## src/rtl/fetch_pkg.sv

```systemverilog
// Shared types and defaults for the instruction-fetch stage.
package fetch_pkg;

  localparam int INST_W = 32;
  localparam int ADDR_W = 32;

  localparam logic [ADDR_W-1:0] DEF_RESET_PC = 32'h0000_0000;
  localparam logic [INST_W-1:0] DEF_NOP_INST = 32'h0000_0000;

  typedef struct packed {
    logic              valid;
    logic [ADDR_W-1:0] pc;
    logic [INST_W-1:0] inst;
    logic              adel;
  } if_id_t;

  function automatic if_id_t make_bubble(input logic [INST_W-1:0] nop);
    if_id_t b;
    b.valid = 1'b0;
    b.pc    = '0;
    b.inst  = nop;
    b.adel  = 1'b0;
    return b;
  endfunction

endpackage

```

## src/rtl/if_id_reg.sv

```systemverilog
// IF/ID pipeline register: flush beats stall, and an idle fetch (ce low) loads a bubble.
module if_id_reg
  import fetch_pkg::*;
#(
  parameter logic [INST_W-1:0] NOP_INST = DEF_NOP_INST
) (
  input  logic   clk,
  input  logic   rst_n,
  input  logic   flush,
  input  logic   stall,
  input  logic   ce,
  input  if_id_t d,
  output if_id_t q
);

  always_ff @(posedge clk or negedge rst_n) begin
    if (!rst_n) begin
      q <= make_bubble(NOP_INST);
    end else if (flush) begin
      q <= make_bubble(NOP_INST);
    end else if (stall) begin
      q <= q;
    end else if (!ce) begin
      q <= make_bubble(NOP_INST);
    end else begin
      q <= d;
    end
  end

endmodule

```

## src/rtl/pc_fetch.sv

```systemverilog
// Fetch stage: program counter, instruction-memory enable and IF/ID capture.
// Define FETCH_ALIGN_CHECK_EN to flag unaligned redirect targets on id_adel.
module pc_fetch
  import fetch_pkg::*;
#(
  parameter logic [ADDR_W-1:0] RESET_PC = DEF_RESET_PC,
  parameter logic [INST_W-1:0] NOP_INST = DEF_NOP_INST
) (
  input  logic              clk,
  input  logic              rst_n,
  input  logic              stall,
  input  logic              flush,
  input  logic              redirect_valid,
  input  logic [ADDR_W-1:0] redirect_pc,
  output logic              inst_ce,
  output logic [ADDR_W-1:0] inst_addr,
  input  logic [INST_W-1:0] inst_data,
  output logic              id_valid,
  output logic [ADDR_W-1:0] id_pc,
  output logic [INST_W-1:0] id_inst
`ifdef FETCH_ALIGN_CHECK_EN
  ,
  output logic              id_adel
`endif
);

  logic [ADDR_W-1:0] pc_reg;
  logic [ADDR_W-1:0] pc_next;
  logic              ce_reg;
  logic              pc_advance;
  logic [ADDR_W-1:0] target_pc;
  if_id_t            fetch_word;
  if_id_t            id_q;

  assign target_pc  = {redirect_pc[ADDR_W-1:2], 2'b00};
  // Stall holds the PC outright, so a redirect waits until the stall clears.
  assign pc_advance = ce_reg && !stall;

  always_comb begin
    pc_next = pc_reg;
    if (pc_advance) begin
      pc_next = redirect_valid ? target_pc : pc_reg + 32'd4;
    end
  end

  always_ff @(posedge clk or negedge rst_n) begin
    if (!rst_n) begin
      pc_reg <= RESET_PC;
      ce_reg <= 1'b0;
    end else begin
      pc_reg <= pc_next;
      ce_reg <= 1'b1;
    end
  end

`ifdef FETCH_ALIGN_CHECK_EN
  logic              adel_reg;
  logic [ADDR_W-1:0] err_pc_reg;

  // The error travels with the masked PC and is consumed by the next capture.
  always_ff @(posedge clk or negedge rst_n) begin
    if (!rst_n) begin
      adel_reg   <= 1'b0;
      err_pc_reg <= '0;
    end else if (pc_advance) begin
      adel_reg   <= redirect_valid && (redirect_pc[1:0] != 2'b00);
      err_pc_reg <= redirect_pc;
    end
  end
`endif

  always_comb begin
    fetch_word.valid = 1'b1;
    fetch_word.pc    = pc_reg;
    fetch_word.inst  = inst_data;
    fetch_word.adel  = 1'b0;
`ifdef FETCH_ALIGN_CHECK_EN
    if (adel_reg) begin
      fetch_word.pc   = err_pc_reg;
      fetch_word.inst = NOP_INST;
      fetch_word.adel = 1'b1;
    end
`endif
  end

  if_id_reg #(
    .NOP_INST(NOP_INST)
  ) u_if_id_reg (
    .clk  (clk),
    .rst_n(rst_n),
    .flush(flush),
    .stall(stall),
    .ce   (ce_reg),
    .d    (fetch_word),
    .q    (id_q)
  );

  assign inst_ce   = ce_reg;
  assign inst_addr = pc_reg;
  assign id_valid  = id_q.valid;
  assign id_pc     = id_q.pc;
  assign id_inst   = id_q.inst;

`ifdef FETCH_ALIGN_CHECK_EN
  assign id_adel = id_q.adel;
`else
  logic [1:0] unused_redirect_lo;
  logic       unused_adel;
  assign unused_redirect_lo = redirect_pc[1:0];
  assign unused_adel        = id_q.adel;
`endif

endmodule

```

## config.mk

```make
export PLATFORM = sky130hd
export DESIGN_NAME = pc_fetch
export DESIGN_NICKNAME = d
export VERILOG_FILES = /design/src/rtl/fetch_pkg.sv /design/src/rtl/if_id_reg.sv /design/src/rtl/pc_fetch.sv
export SDC_FILE = /design/constraint.sdc
export NUM_CORES = 1
export LEC_CHECK = 0
export ABC_CLOCK_PERIOD_IN_PS = 1800
export CORE_ASPECT_RATIO = 1.2
export CORE_MARGIN = 4
export CORE_UTILIZATION = 40
export DETAILED_ROUTE_END_ITERATION = 8
export HOLD_SLACK_MARGIN = 0.03
export PLACE_DENSITY = 0.77
export RECOVER_POWER = 100
export SKIP_LAST_GASP = 1
export SYNTH_ARGS = -nofsm -noshare
export SYNTH_HDL_FRONTEND = slang
export SYNTH_SLANG_ARGS = --single-unit
```

## constraint.sdc

```tcl
create_clock -name clk -period 1.8 [get_ports clk]
set_input_delay 0.27 -clock clk [delete_from_list [all_inputs] [get_ports clk]]
set_output_delay 0.27 -clock clk [all_outputs]
set_load 0.05 [all_outputs]
```

# After elaboration in Yosys (flattened, before gate mapping)
# Cells that the tools add are included.
# totals
register_bits	98
in_bits	69
wordCells	13
out_inout_bits	98
# op_classes
add_sub_neg	1
n_reduce_logical	2
n_eq_ne	1
mux	4
# op_table
operator	count
2-to-1 mux 66 bit	3
adder 32 x 3 -> 32 bit, second input constant	1
2-to-1 mux 32 bit	1
!= test 2 x 1 -> 1 bit, second input constant	1
logical AND 1 bit	1
logical NOT 1 bit	1

# Depth between registers and ports, before layout
# Gate-level depths: netlist of run 1.
# depth
ltp_word	3
depth_mapped	7
mapped_depth_nobuf	6

# Modules after synthesis
# A second synthesis of run 1 with hierarchy kept.
# hier_totals
hier_cells	404
hier_area_um2	4498.1
# by_module_without_submodules
mod	area_each_um2	cells_each	instances	seq_area_each_um2
if_id_reg	2494.9	156	1	1651.6
pc_fetch	2003.2	248	1	775.7

# Worst setup path after synthesis of run 1
# Ideal clock, no wire load.
# synth_path
path_kind	flip-flop to flip-flop
from	register pc_reg[20] (netlist: inst_addr[20])
to	register pc_reg[29] (netlist: inst_addr[29])
t_required_ps	1680
synth_period_minus_slack_ps	2217
arrival_ps	2097
slack_ps	-417
path_buffers	1
stages_incl_launch_ff	7
setup_ps	120
cell_sequence	dfrtp_1 -> buf_6 -> and4_4 -> nand4_4 -> or3_4 -> or3_1 -> and3_1
# synth_between
elab_chain_len	2
# synth_rtl
item	line_no	text
start: declaration	pc_fetch.sv:27	logic [ADDR_W-1:0] pc_reg;
start signal: assignment	pc_fetch.sv:51	pc_reg <= pc_next;
adder 32 x 3 -> 32 bit	pc_fetch.sv:42	pc_next = redirect_valid ? target_pc : pc_reg + 32'd4;
2-to-1 mux 32 bit	pc_fetch.sv:42	
# No other way between the ends.
# A chain may end at the register's enable or synchronous reset.

# Final worst setup path of run 1
# layout_path
from	register u_if_id_reg.q[28] (netlist bit)
to	output id_inst[27]
# layout_lines
item	line_no	text
start: declaration	if_id_reg.sv:13	output if_id_t q
start signal: assignment	if_id_reg.sv:18	q <= make_bubble(NOP_INST);
start signal: assignment	if_id_reg.sv:20	q <= make_bubble(NOP_INST);
start signal: assignment	if_id_reg.sv:22	q <= q;
end: declaration	pc_fetch.sv:20	output logic [INST_W-1:0] id_inst
# No word-level cell between the ends.

==> flow_metrics.py, run 1 <==
metrics = {
    "clock_tree": {
        "cts-root-buf": "clkbuf_16",
        "cts_buffer_depth": 2,
        "cts_tree": "built",
        "clk_latency_ns": 0.34,
        "cts_sinks": 95,
        "cts_buffers": 9,
        "htreeDepth": 3,
        "path_clk_slew_ns": 0.07,
    },
    "power": {
        "p_leak_nw": 3.487,
        "powerDensity_nw_per_um2": 929.3,
        "vdd_drop_max_v": 0.0005044,
        "report.power.total_mw": 6.129,
    },
    "yosys": {
        "yosysTopAreaCell": "dfrtp_1",
        "synth_area_leaders": "dfrtp_1, a22o_1, o21ai_0",
        "synthArstFlopShare_pct": 100.0,
        "synthTopCellsByCount": "dfrtp_1, a22o_1, o21ai_0, a21oi_1, clkbuf_1",
        "synthMostInstantiatedCell": "dfrtp_1",
        "synthCells": 392,
        "yosysWarnings": 0,
        "ys.flop_type": "dfrtp_1",
        "synth_top_cell_area_share_pct": 55.69,
        "netlist-cell-type-count": 53,
        "synth_seq_area_share_pct": 55.69,
        "ys_ff_latch": 95,
        "synth_edf_count": 0,
        "syn_area_per_cell_sq_um": 10.89,
        "synth_area_sq_um": 4269,
    },
    "drt": {
        "dr.pass1.iters": 4,
        "viasPerCell": 5.629,
        "post-route-drc-count": 0,
        "vias": 4008,
        "drtIter0Drc": 241,
        "wl_per_cell_um": 18.85,
        "final_antenna_net_count": 0,
        "totalWireLength_mm": 13.42,
    },
    "critical_path": {
        "worst-r2r-cell-count": 5,
        "cp_num_buf_inv": 1,
        "r2r_slack_ns": 0.07,
        "rr_endpoint": "inst_addr[29]",
        "cpPeakStageDelay_ns": 0.81,
        "rr_startpoint": "inst_addr[2]",
        "worstSetupStartpointType": "flop",
        "required_ns": 1.53,
        "crit_path_top_delay_cell": "clkdlybuf4s50_1",
        "cp-end-kind": "output pin",
        "crit_family": "buffers and inverters",
        "cp.arrival_ns": 1.50,
        "critPathKind": "flop to output pin",
        "startpoint": "u_if_id_reg.q[28]",
        "path_depth": 1,
        "worstPathCellList": "clkdlybuf4s50_1",
        "worstPathMaxFanout": 2,
        "crit_end": "id_inst[27]",
    },
    "sta": {
        "rsz0062_at_grt": "true",
        "worstMarginPinSlew_ns": 0.8626,
        "min_period_ns": 1.770,
        "setup_viol": 0,
        "slew_viol_final": 0,
        "fin_crit_sh_pct": 98.33,
        "tns_ns": 0,
        "fin_ws_ns": 0.03005,
        "whs_ns": 0.4486,
        "skew_ns": 0.007647,
        "hold_viol": 0,
        "max_slew_margin_pct": 42.50,
        "fmax_mhz": 565.0,
    },
    "floorplanning": {
        "initial_utilization_pct": 40.79,
        "die_area_sq_um": 12400,
        "die_h_um": 121.2,
        "rows": 41,
        "dieWidth_um": 102.3,
        "coreArea_sq_um": 10470,
        "io_pins": 167,
    },
    "cells_and_area": {
        "final_nets": 648,
        "drive_gt1_share_pct": 21.44,
        "fin_util_pct": 63.02,
        "area_growth_pct": 54.48,
        "stdcell_count": 712,
        "final-seq-area_sq_um": 2407,
        "multi_input_area_sq_um": 1772,
        "fillCellCount": 837,
        "final_area_sq_um": 6595,
        "diodes": 0,
    },
    "global_route": {
        "grt-ovfl-total": 0,
        "grt_pass1_vias": 4152,
        "antenna_found_initial": 0,
        "grt_max_degree": 53,
        "grt_pass1_wl_mm": 21.09,
        "grt_use_total_pct": 21.60,
    },
    "hold_path": {
        "worstHoldStart": "redirect_valid",
        "hp-class": "primary input to flop",
        "hold_depth": 4,
    },
    "placed_design": {
        "dp_hpwl_mm": 9.560,
        "numPortBuffers": 162,
        "gp_congestion": 0.8714,
        "dp_slack_ns": -0.004970,
        "placed_cell_area_sq_um": 6279,
        "place_inst": 694,
    },
    "run_status": {
        "status": "complete, no violations",
    },
    "job": {
        "cap_violations": 0,
    },
}
-- power breakdown --
group | total [mW] | internal, mW | leakage (nW) | switching [mW]
clock | 1.90 | 1.11 | 0.140 | 0.781
combinational | 1.79 | 0.633 | 2.13 | 1.15
sequential | 2.44 | 2.32 | 1.22 | 0.126
total | 6.13 | 4.07 | 3.49 | 2.06
-- worst min path at each step --
stage,to,slack (ns)
floorplan,inst_addr[10],-0.03
global placement,u_if_id_reg.q[1],0.25
detailed placement,u_if_id_reg.q[1],0.25
CTS,inst_addr[2],0.43
global route,inst_addr[2],0.46
finish,inst_addr[2],0.45
-- registers in the layout (all words and copies together) (netlist names) --
signal / flops
inst_ce: 1
inst_addr: 30
u_if_id_reg.q: 64
-- metal layers --
| layer | vias up | track usage [%] | wire (um) |
|---|---|---|---|
| met4 | 0 | 7.383 | 275 |
| met5 | - | 0 | 0 |
| met3 | 23 | 4.773 | 1072 |
| met2 | 153 | 35.45 | 6634 |
| li1 | 1846 | - | - |
| met1 | 1986 | 28.08 | 5440 |
-- cell usage in the layout, fill, tap and decap left out, types with 2 or more instances in the layout --
master and count:
a22oi_1 3, dlygate4sd2_1 3, a21oi_1 24, conb_1 3, and4_2 3, dlygate4sd3_1 2
a31oi_1 2, nand2_1 15, o21ai_0 28, clkbuf_2 4, nor2_1 11, a311oi_1 8
a21o_1 2, a22o_1 62, and4_4 2, and2_1 3, nand2b_1 2, a32oi_1 2
nand3_1 16, clkdlybuf4s50_1 81, o22ai_1 5, buf_12 4, nor3_1 18, inv_1 4
dfrtp_1 71, clkbuf_1 26, clkbuf_16 9, mux2i_1 2, dlymetal6s2s_1 37, nand4_4 2
and3_1 10, dfrtp_2 24, or3_1 5, nor2_4 2, buf_4 57
-- cells by family after synthesis --
family | share of synthesized area, %
AOI/OAI and AO/OA | 24.47
and+or+nand+nor | 13.80
DFF | 55.69
buffers and inverters | 4.836
muxes | 0.7327
other | 0.1759
adders and majority gates | 0.2930
-- timing repair --
item                       CTS  global route
hold endpoints to repair    31             0
setup endpoints to repair    5            44
pin swaps                    0             6
buffers inserted             0             1
gates resized for setup      4            46
hold buffers                 1             0
-- layout make-up --
| cell class | instances | area share [%] |
|---|---|---|
| flip-flops and latches | 95 | 36.50 |
| repair buffers | 213 | 29.52 |
| multi-input cells | 255 | 26.86 |
| clock buffers | 13 | 3.794 |
| well taps | 129 | 2.447 |
| clock inverters | 3 | 0.6450 |
| inverters | 4 | 0.2277 |
(Power assumes the default switching activity.)
==> run 2, diff against run 1 <==
Settings changed: CORE_MARGIN 4 to default, SETUP_SLACK_MARGIN from default to 0.1.
==> flow_metrics.py, run 2 (synthesis gave the netlist of run 1 again) <==
metrics = {
    "drt": {
        "post-route-drc-count": 0,
        "drtIter0Drc": 213,
        "dr.pass1.iters": 4,
        "viasPerCell": 5.627,
        "final_antenna_net_count": 0,
        "vias": 3995,
        "totalWireLength_mm": 12.80,
        "wl_per_cell_um": 18.03,
    },
    "critical_path": {
        "cp.arrival_ns": 1.93,
        "worstSetupStartpointType": "flop",
        "cp-end-kind": "flop",
        "worstPathMaxFanout": 3,
        "critPathKind": "flop to flop",
        "required_ns": 2.03,
    },
    "cells_and_area": {
        "diodes": 0,
        "final_area_sq_um": 6500,
        "largest_register_ffs": 64,
        "final_common_cell": "dfrtp_1",
        "area_growth_pct": 52.26,
        "regMostFlops": "u_if_id_reg.q",
        "final_cell_mix": "dfrtp_1, clkdlybuf4s50_1, a22o_1",
        "final_nets": 650,
        "drive_gt1_share_pct": 21.40,
    },
    "clock_tree": {
        "htreeDepth": 3,
        "cts-root-buf": "clkbuf_16",
        "clk_latency_ns": 0.34,
        "cts_sinks": 95,
        "path_clk_slew_ns": 0.06,
        "cts_buffers": 9,
        "cts_tree": "built",
        "cts_buffer_depth": 2,
    },
    "sta": {
        "worstMarginPinSlew_ns": 0.7488,
        "hold_viol": 0,
        "max_slew_margin_pct": 50.08,
        "rsz0062_at_grt": "true",
        "min_period_ns": 1.704,
        "skew_ns": 0.006975,
        "slew_viol_final": 0,
        "setup_viol": 0,
        "tns_ns": 0,
        "fin_crit_sh_pct": 94.65,
        "fmax_mhz": 586.9,
    },
    "floorplanning": {
        "io_pins": 167,
        "coreArea_sq_um": 10210,
        "initial_utilization_pct": 41.81,
        "die_h_um": 115.2,
        "die_area_sq_um": 11090,
        "dieWidth_um": 96.31,
        "rows": 40,
    },
    "global_route": {
        "grt_pass1_wl_mm": 19.94,
        "grt-ovfl-total": 0,
        "antenna_found_initial": 0,
        "grt_use_total_pct": 23.56,
        "grt_max_degree": 53,
        "grt_pass1_vias": 3937,
    },
    "power": {
        "vdd_drop_max_v": 0.0005011,
        "powerDensity_nw_per_um2": 972.4,
        "p_leak_nw": 3.139,
    },
    "hold_path": {
        "hp-class": "primary input to flop",
    },
    "placed_design": {
        "dp_hpwl_mm": 9.072,
        "numPortBuffers": 162,
        "gp_congestion": 0.8594,
        "placed_cell_area_sq_um": 6307,
    },
    "job": {
        "cap_violations": 0,
    },
    "run_status": {
        "status": "complete, no violations",
    },
}
run 2: cell count changes in the layout (fill, tap and decap cells not counted), moves of 3 or more:
cell / before / now
dlygate4sd2_1: 3 / 61
dlymetal6s2s_1: 37 / 0
clkdlybuf4s50_1: 81 / 63
buf_4: 57 / 40
clkbuf_2: 4 / 15
and4_4: 2 / 5
buf_1: 0 / 3
clkbuf_1: 26 / 23
run 2: metrics by stage:
step / setup WS [ns] / instances / utilization [%] / hold slack (ns) / power [mW]
2_1_floorplan: -0.2002 / 393 / - / -0.02559 / 3.513
3_3_place_gp: 0.01890 / 692 / 61.78 / 0.2148 / 4.262
3_5_place_dp: -0.05135 / 692 / 61.78 / 0.2183 / 4.302
4_1_cts: 0.01891 / 709 / 64.75 / 0.3849 / 6.440
5_1_grt: 0.02982 / 710 / 63.66 / 0.4123 / 6.567
6_report: 0.09622 / 710 / 63.66 / 0.4013 / 6.321
run 2: worst max-delay path: stages (launching register included):
cell     delay, ns
dfrtp_2       0.35
and4_4        0.25
nand4_4       0.11
or3_4         0.41
or3_1         0.33
and3_1        0.14
run 2: repair_timing:
item,4_1_cts,5_1_grt
buffers inserted,1,1
hold buffers,1,0
pin swaps,4,8
hold endpoints to repair,27,0
gates resized for setup,67,13
endpoints found under the setup margin,67,15
run 2: worst paths after layout:
path | endpoint | depth (start not counted) | startpoint | slack, ns
max in group asynchronous | inst_addr[10] | 3 | rst_n | 0.45
hold / removal | inst_addr[28] | 4 | redirect_valid | 0.40
setup / recovery | inst_addr[29] | 5 | inst_addr[20] | 0.1
min in group asynchronous | u_if_id_reg.q[1] | 2 | rst_n | 0.53
hold reg to reg | u_if_id_reg.q[65] | 1 | u_if_id_reg.q[65] | 0.49
setup reg to reg | inst_addr[29] | 5 | inst_addr[20] | 0.1
run 2: per-layer routing:
| layer | GRT usage [%] | wire length, um | vias up |
|---|---|---|---|
| met3 | 5.688 | 857 | 18 |
| met1 | 29.54 | 5418 | 1977 |
| met4 | 8.039 | 214 | 0 |
| met5 | 0 | 0 | - |
| li1 | - | - | 1853 |
| met2 | 39.57 | 6312 | 147 |
run 2: area by class of cell:
| cell class | count | area, sq um |
|---|---|---|
| inverters | 4 | 15.01 |
| fillers | 863 | 3710 |
| well taps | 126 | 157.7 |
| clock buffers | 11 | 242.7 |
| flip-flops and latches | 95 | 2406 |
| clock inverters | 4 | 95.09 |
| repair buffers | 215 | 1794 |
| multi-input cells | 255 | 1789 |
run 2: report_power, final:
group / switching [mW] / internal, mW / total, mW
logic: 1.14 / 0.559 / 1.70
registers: 0.138 / 2.32 / 2.46
clock network: 0.775 / 1.39 / 2.16
total: 2.06 / 4.26 / 6.32
